`src/rtl/mem_access_pkg.sv`:
```
// mem_access shared types: memory-op codes, MEM FSM states, byte bus.
// Helpers classify an op and give its byte count.
package mem_access_pkg;

  typedef enum logic [3:0] {
    MemNone = 4'd0,
    LB      = 4'd1,
    LH      = 4'd2,
    LW      = 4'd3,
    LBU     = 4'd4,
    LHU     = 4'd5,
    SB      = 4'd6,
    SH      = 4'd7,
    SW      = 4'd8
  } memop_e;

  typedef enum logic [1:0] {
    IDLE = 2'd0,
    XFER = 2'd1,
    DONE = 2'd2
  } state_e;

  typedef logic [7:0] ByteBus;

  function automatic logic is_load(input logic [3:0] op);
    return (op >= LB) && (op <= LHU);
  endfunction

  function automatic logic is_store(input logic [3:0] op);
    return (op >= SB) && (op <= SW);
  endfunction

  function automatic logic [2:0] op_bytes(input logic [3:0] op);
    logic [2:0] n;
    case (op)
      LH, LHU, SH: n = 3'd2;
      LW, SW:      n = 3'd4;
      default:     n = 3'd1;
    endcase
    return n;
  endfunction

endpackage

```
`src/rtl/mem_load_ext.sv`:
```
// Load result extender: sign/zero-extends the assembled load buffer
// according to the memory op (LW passes through).
module mem_load_ext
  import mem_access_pkg::*;
(
  input  logic [3:0]  i_memop,
  input  logic [31:0] i_buf,
  output logic [31:0] o_data
);

  always_comb begin
    o_data = i_buf;
    case (i_memop)
      LB:      o_data = {{24{i_buf[7]}}, i_buf[7:0]};
      LBU:     o_data = {24'd0, i_buf[7:0]};
      LH:      o_data = {{16{i_buf[15]}}, i_buf[15:0]};
      LHU:     o_data = {16'd0, i_buf[15:0]};
      default: o_data = i_buf;
    endcase
  end

endmodule

```
`src/rtl/mem_access.sv`:
```
// MEM stage: serialises loads/stores onto a byte-wide port, little-endian.
// MEM_ALIGN_CHECK_EN: misaligned H/W ops skip the bus and flag misalign.
module mem_access
  import mem_access_pkg::*;
#(
  parameter int ADDR_W = 32
) (
  input  logic              clk,
  input  logic              rst,
  input  logic              rdy,
  input  logic [4:0]        ex_wd,
  input  logic              ex_wreg,
  input  logic [31:0]       ex_wdata,
  input  logic [3:0]        ex_memop,
  input  logic [31:0]       ex_maddr,
  input  logic [31:0]       ex_sdata,
  output logic [4:0]        mem_wd,
  output logic              mem_wreg,
  output logic [31:0]       mem_wdata,
  output logic              stall_req,
  output logic              mc_req,
  output logic              mc_we,
  output logic [ADDR_W-1:0] mc_addr,
  output logic [7:0]        mc_wdata,
  input  logic [7:0]        mc_rdata,
  input  logic              mc_ack,
  output logic              misalign
);

  state_e      r_state;
  state_e      w_next;
  logic [1:0]  r_idx;
  logic [2:0]  r_n;
  logic [31:0] r_buf;
  logic        r_mis;

  logic        w_load;
  logic        w_store;
  logic        w_mem;
  logic        w_mis;
  logic        w_last;
  logic [2:0]  w_n;
  logic [31:0] w_addr;
  logic [31:0] w_ext;

  assign w_load  = is_load(ex_memop);
  assign w_store = is_store(ex_memop);
  assign w_mem   = w_load | w_store;
  assign w_n     = op_bytes(ex_memop);
  assign w_last  = ({1'b0, r_idx} == (r_n - 3'd1));
  assign w_addr  = ex_maddr + {30'd0, r_idx};

`ifdef MEM_ALIGN_CHECK_EN
  assign w_mis = ((w_n == 3'd2) && ex_maddr[0]) ||
                 ((w_n == 3'd4) && (ex_maddr[1:0] != 2'd0));
`else
  assign w_mis = 1'b0;
`endif

  assign misalign = (r_state == DONE) && r_mis;

  mem_load_ext u_ext (
    .i_memop (ex_memop),
    .i_buf   (r_buf),
    .o_data  (w_ext)
  );

  always_ff @(posedge clk or posedge rst) begin
    if (rst)
      r_state <= IDLE;
    else if (rdy)
      r_state <= w_next;
  end

  // Byte acks only count while rdy is high; a frozen pipeline ignores them.
  always_ff @(posedge clk or posedge rst) begin
    if (rst) begin
      r_idx <= 2'd0;
      r_n   <= 3'd1;
      r_buf <= 32'd0;
      r_mis <= 1'b0;
    end else if (rdy) begin
      if (r_state == IDLE && w_mem) begin
        r_idx <= 2'd0;
        r_n   <= w_n;
        r_buf <= 32'd0;
        r_mis <= w_mis;
      end else if (r_state == XFER && mc_ack) begin
        if (w_load)
          r_buf[8*r_idx +: 8] <= mc_rdata;
        r_idx <= r_idx + 2'd1;
      end
    end
  end

  always_comb begin
    w_next    = r_state;
    mem_wd    = ex_wd;
    mem_wreg  = 1'b0;
    mem_wdata = 32'd0;
    stall_req = 1'b0;
    mc_req    = 1'b0;
    mc_we     = 1'b0;
    mc_addr   = '0;
    mc_wdata  = 8'd0;
    unique case (r_state)
      IDLE: begin
        if (w_mem) begin
          stall_req = 1'b1;
          w_next    = w_mis ? DONE : XFER;
        end else begin
          mem_wreg  = ex_wreg;
          mem_wdata = ex_wdata;
        end
      end
      XFER: begin
        stall_req = 1'b1;
        mc_req    = 1'b1;
        mc_we     = w_store;
        mc_addr   = w_addr[ADDR_W-1:0];
        mc_wdata  = ex_sdata[8*r_idx +: 8];
        if (mc_ack && w_last)
          w_next = DONE;
      end
      DONE: begin
        w_next = IDLE;
        if (w_load && !r_mis) begin
          mem_wreg  = ex_wreg;
          mem_wdata = w_ext;
        end
      end
      default: w_next = IDLE;
    endcase
  end

endmodule

```
`config.mk`:
```
export PLATFORM = sky130hd
export DESIGN_NAME = mem_access
export DESIGN_NICKNAME = d
export VERILOG_FILES = /design/src/rtl/mem_access_pkg.sv /design/src/rtl/mem_load_ext.sv /design/src/rtl/mem_access.sv
export SDC_FILE = /design/constraint.sdc
export NUM_CORES = 1
export LEC_CHECK = 0
export ABC_AREA = 1
export CORE_ASPECT_RATIO = 0.8
export CORE_MARGIN = 2
export CORE_UTILIZATION = 43
export CTS_BUF_LIST = sky130_fd_sc_hd__clkbuf_8
export CTS_CLUSTER_SIZE = 25
export DETAILED_ROUTE_END_ITERATION = 16
export PLACE_DENSITY = 0.84
export SLEW_MARGIN = 5
export SYNTH_ARGS = -nofsm -noshare
export SYNTH_HDL_FRONTEND = slang
export SYNTH_SLANG_ARGS = --single-unit
```
`constraint.sdc`:
```
create_clock -name clk -period 2.9 [get_ports clk]
set_input_delay 0.58 -clock clk [delete_from_list [all_inputs] [get_ports clk]]
set_output_delay 0.58 -clock clk [all_outputs]
set_load 0.05 [all_outputs]
```
Word level (Yosys, flattened, before mapping)
Cells that the tools add are included.
{ "word_totals": {"ff_bits": 39, "inputBits": 118, "word_cells": 65} }
{ "op_classes": {"addsub": 4, "order_cmp": 4, "n_eq_ne": 12, "shift": 3, "n_mux": 23, "bitwise": 1, "reduce_logical": 14} }
{ "ops": {"columns": ["cell", "count"], "rows": [
  ["32-bit two-way mux", 6],
  ["32-bit case mux with 4 select lines", 1],
  ["32-bit case mux with 2 select lines", 1],
  ["5-bit negation with 34-bit output", 1],
  ["8-bit by 34-bit variable shift with 32-bit output, first input constant", 1],
  ["8-bit by 34-bit variable part select with 32-bit output", 1],
  ["32-bit by 2-bit adder with 32-bit output", 1],
  ["32-bit bitwise mux", 1],
  ["32-bit by 6-bit variable part select with 8-bit output", 1],
  ["4-bit by 3-bit == test with 1-bit output, second input constant", 3],
  ["4-bit by 2-bit == test with 1-bit output, second input constant", 2],
  ["2-bit two-way mux", 4],
  ["8-bit two-way mux", 1],
  ["3-bit case mux with 2 select lines", 1],
  ["3-bit AND reduction", 2],
  ["1-bit logical AND", 5],
  ["1-bit two-way mux", 5],
  ["4-bit by 1-bit == test with 1-bit output, second input constant", 1],
  ["4-bit == test, second input constant", 1],
  ["4-bit by 1-bit greater-or-equal comparator with 1-bit output, second input constant", 1],
  ["4-bit by 3-bit greater-or-equal comparator with 1-bit output, second input constant", 1],
  ["4-bit by 3-bit <= comparator with 1-bit output, second input constant", 1],
  ["4-bit <= comparator, second input constant", 1],
  ["1-bit case mux with 2 select lines", 2],
  ["14 further kinds", 16]
]} }

Logic depth before layout (Yosys ltp)
{ "logic_depth": {"ltp_word": 6, "ltp_mapped": 12, "mapped_depth_nobuf": 12} }

Cells and area by module
Synthesis repeated with hierarchy kept, for this count alone.
{ "unflattened": {"cells_unflattened": 816, "area_unflattened_um2": 4630.7} }
{ "by_module_without_submodules": {"columns": ["module", "n_inst", "cells_per_inst", "area_each_um2", "seq_area_each_um2"], "rows": [
  ["mem_access", 1, 740, 4149.0, 977.2],
  ["mem_load_ext", 1, 76, 481.7, 0.0]
]} }

Least setup slack after synthesis
Ideal clock, no wire load.
{ "synth_path": {"kind": "input-to-output", "startpoint": "input ex_maddr[0]", "endpoint": "output mc_addr[6]", "arrival_time_ns": 2.600, "slack_ns": -0.280, "stages": 8, "cell_sequence": "ha_1 -> fa_1 -> nand2_1 -> nor2_1 -> inv_1 -> nor2_1 -> nor2_1 -> a211oi_1"} }
{ "synth_between": {"elab_chain_len": 2} }
{ "synth_lines": {"columns": ["element", "line", "text"], "rows": [
  ["start: declaration", "mem_access.sv:15", "input logic [31:0] ex_maddr,"],
  ["32-bit by 2-bit adder with 32-bit output", "mem_access.sv:51", "assign w_addr = ex_maddr + {30'd0, r_idx};"],
  ["32-bit two-way mux", "mem_access.sv:106", "unique case (r_state)"],
  ["end: declaration", "mem_access.sv:23", "output logic [ADDR_W-1:0] mc_addr,"]
]} }
Every way passes these cells.

Worst setup path in the final report
{ "layout_path": {"startpoint": "input ex_maddr[23]", "endpoint": "output mc_addr[31]"} }
Same word-level chain as after synthesis.

==> impl_metrics.csv <==
group,metric,value,unit
status,status,"complete, but fails checks",
status,failed_checks,"setup timing",
clock_tree,cts.sinks,39,
die,die_w,115,µm
global_routing,grt.overflow.total,0,
timing,hold_slack,0.475,ns
setup_path,worstPathRequired,2.32,ns
yosys,synth-async-reset-ratio,100,%
setup_path,slowest_stage,"clkdlybuf4s50_1",
drt,drcViolationCount,0,
drt,vias_per_cell,5.51,
clock_tree,clockBufferDepth,2,
yosys,synth_top_cell_area_share,22.6,%
timing,finClkSkew,0.0107,ns
placed_design,hpwlAfterDp,13000,µm
power_and_ir_drop,p_leak,3.75,nW
finish,fillCellCount,597,
setup_path,rr_endpoint,"r_buf[20]",
setup_path,reg2regPathDepth,7,
min_path,hold_class,"register to register",
global_routing,grt_max_degree,40,
yosys,synth_area,4210,µm²
timing,hold_violations,0,
setup_path,critical_path_class,"input port to output port",
run,cap_violations,0,
setup_path,r2r_slack,0.22,ns
setup_path,worstSetupEndpointType,"output port",
yosys,syn_inst,732,
placed_design,gp_congestion,0.973,
power_and_ir_drop,p_total,6.04,mW
global_routing,grt_pass1_vias,5441,
yosys,synth.area.top_cells,"dfrtp_1 23%, nand2_1 18%, nor2_1 12%",
timing,worst_pin_slew,0.612,ns
drt,totalWireLength,18100,µm
yosys,yosys.area.top_type,"dfrtp_1",
timing,slew_viol_final,0,
min_path,hold_depth,2,
yosys,synth_seq_area_share,23.2,%
global_routing,gr-usage-all-layers,31.1,%
finish,final_nets,1098,
drt,dr.first_iter.drc_count,650,
setup_path,cp_slowest_stage_delay,0.58,ns
setup_path,r2r-start,"r_idx[0]",
setup_path,crit_fanout,4,
clock_tree,cts_hold_buffers,0,
setup_path,crit_top_cell,"nand2_1",
die,rows,32,
setup_path,startpoint_type,"input port",
yosys,ys_types,44,
timing,setup_viol,1,
clock_tree,tritoncts,"yes",
drt,wl_per_cell,16.6,µm
setup_path,cp_top_family,"simple AND/OR/NAND/NOR gates",
die,initial_core_util,44.0,%
timing,period_minus_slack,2.95,ns
setup_path,cp-startpoint,"ex_maddr[23]",
yosys,synth_edf_count,0,
yosys,ys_warn_count,0,
clock_tree,numCtsBuffers,5,
timing,setup_tns,-0.0451,ns
drt,num_vias,6019,
finish,drive_gt1_share,27.7,%
yosys,synth_nets,858,
die,die_y,92.5,µm
power_and_ir_drop,p_per_area,783,nW/µm²
yosys,ys_seq_elements,39,
clock_tree,clk_pin_slew,0.08,ns
timing,rsz0062_at_grt,"true",
timing,fin_crit_sh,102,%
power_and_ir_drop,vdd_drop_max,597,µV
finish,diodes,0,
placed_design,io_buffers,188,
finish,postLayoutCoreUtil,80.7,%
clock_tree,worstSkewPairLatency,0.30,ns
min_path,hold_path_end,"r_buf[30]",
global_routing,grt_pass1_wl,26500,µm
setup_path,critPathArrivalTime,2.37,ns
timing,setup_ws,-0.0451,ns
yosys,synthFlopType,"dfrtp_1",
die,design.die.area,10600,µm²
clock_tree,cts-root-buf,"clkbuf_8",
drt,dr.pass1.iters,8,
timing,slew_headroom,59.1,%
min_path,min_from,"r_buf[30]",
global_routing,antenna_found_initial,0,
die,design.core.area,9570,µm²
die,ioPinCount,200,
setup_path,path_cells,"clkdlybuf4s50_1 -> inv_1 -> nor2_1 -> nand2_1 -> nor2_1 -> nand2_1 -> nand2_1 -> nand2_1 -> nor2_2 -> buf_12",
finish,area_growth,83.4,%
yosys,avgSynthCellArea,5.75,µm²
timing,fmax,0.340,GHz
setup_path,worst-path-buf-inv,3,
clock_tree,cts_max_level,2,
drt,drt.antenna.violating_nets,0,
==> layer usage <==
layer,track usage [%],part of all wire [%],routed length [µm]
met5,0,0,0
met4,7.62,2.8,504
met3,6.41,11,1970
met2,50.2,46,8310
met1,42.7,40,7320
==> tightest hold or removal path, cell delays in order (launching register included) <==
cell and delay, ns:
dfrtp_1 0.34, nand2_1 0.06, nand2_1 0.05
==> final cells by class <==
type	instances	area, µm²	share of cell area, %
clock buffer	7	96.3	1.25
clock inverter	1	7.51	0.0973
inverter	80	302	3.91
multi-input combinational	585	3010	39.0
sequential	39	980	12.7
tap	119	149	1.93
timing repair buffer	261	3180	41.1
==> placed cells by master (no fill, tap or decap), types with 17 or more instances in the layout <==
cell type	instances
nand2_1	198
a21oi_1	29
clkdlybuf4s50_1	98
dfrtp_1	36
buf_4	75
nor2_2	30
nor2_1	106
o21ai_0	27
inv_1	64
nand2_2	17
nand3_1	65
buf_12	70
or2_2	17
==> Yosys cell counts (all sizes together), types with 8 or more instances <==
library cell / instances
dfrtp: 38
nor3: 13
nor2: 144
a22o: 8
inv: 75
nand4: 14
a21oi: 29
nand2: 217
or2: 17
buf: 17
clkbuf: 11
nand3: 69
o21ai: 44
==> sequential cells by signal, summed over array words and instances, names as in the netlist <==
signal   count
r_buf       32
r_n          3
r_idx        2
r_state      2
==> timing repair <==
action | CTS | global route
pin swaps | 13 | 19
cloned | 1 | 2
setup endpoints to repair | 59 | 27
buffers inserted | 6 | 7
gates resized for setup | 39 | 50
==> cells by family after synthesis <==
kind of cell               after synthesis  share of synthesized area [%]
and+or+nand+nor                        477                           49.2
buffers and inverters                  108                           11.2
AOI/OAI and AO/OA                       93                           12.5
DFF                                     39                           23.2
adders and majority gates                8                           2.56
xor gates and xnor gates                 6                           1.25
other                                    1                         0.0891
==> metrics by stage <==
stage	instances	cell area [µm²]	setup slack [ns]
2_1_floorplan	732	4240	-0.0431
3_3_place_gp	1068	7190	-0.371
3_5_place_dp	1068	7190	-0.477
4_1_cts	1083	7460	0.00630
5_1_grt	1092	7720	-0.0700
6_report	1092	7720	-0.0451
==> how the worst max path moves through the flow <==
stage	end	cells after the start
floorplan	mem_wdata[23]	5
global placement	mc_addr[30]	14
detailed placement	mc_addr[30]	14
CTS	mc_addr[19]	9
global route	mc_addr[31]	10
finish	mc_addr[31]	10
==> power by group <==
group | internal (mW) | total [mW] | leakage (nW) | switching, mW
Combinational | 1.94 | 4.89 | 3.18 | 2.96
Sequential | 0.644 | 0.731 | 0.528 | 0.0876
Clock | 0.217 | 0.418 | 0.0505 | 0.202
Total | 2.80 | 6.04 | 3.75 | 3.25
No activity file was read; power rests on OpenSTA's default activity.
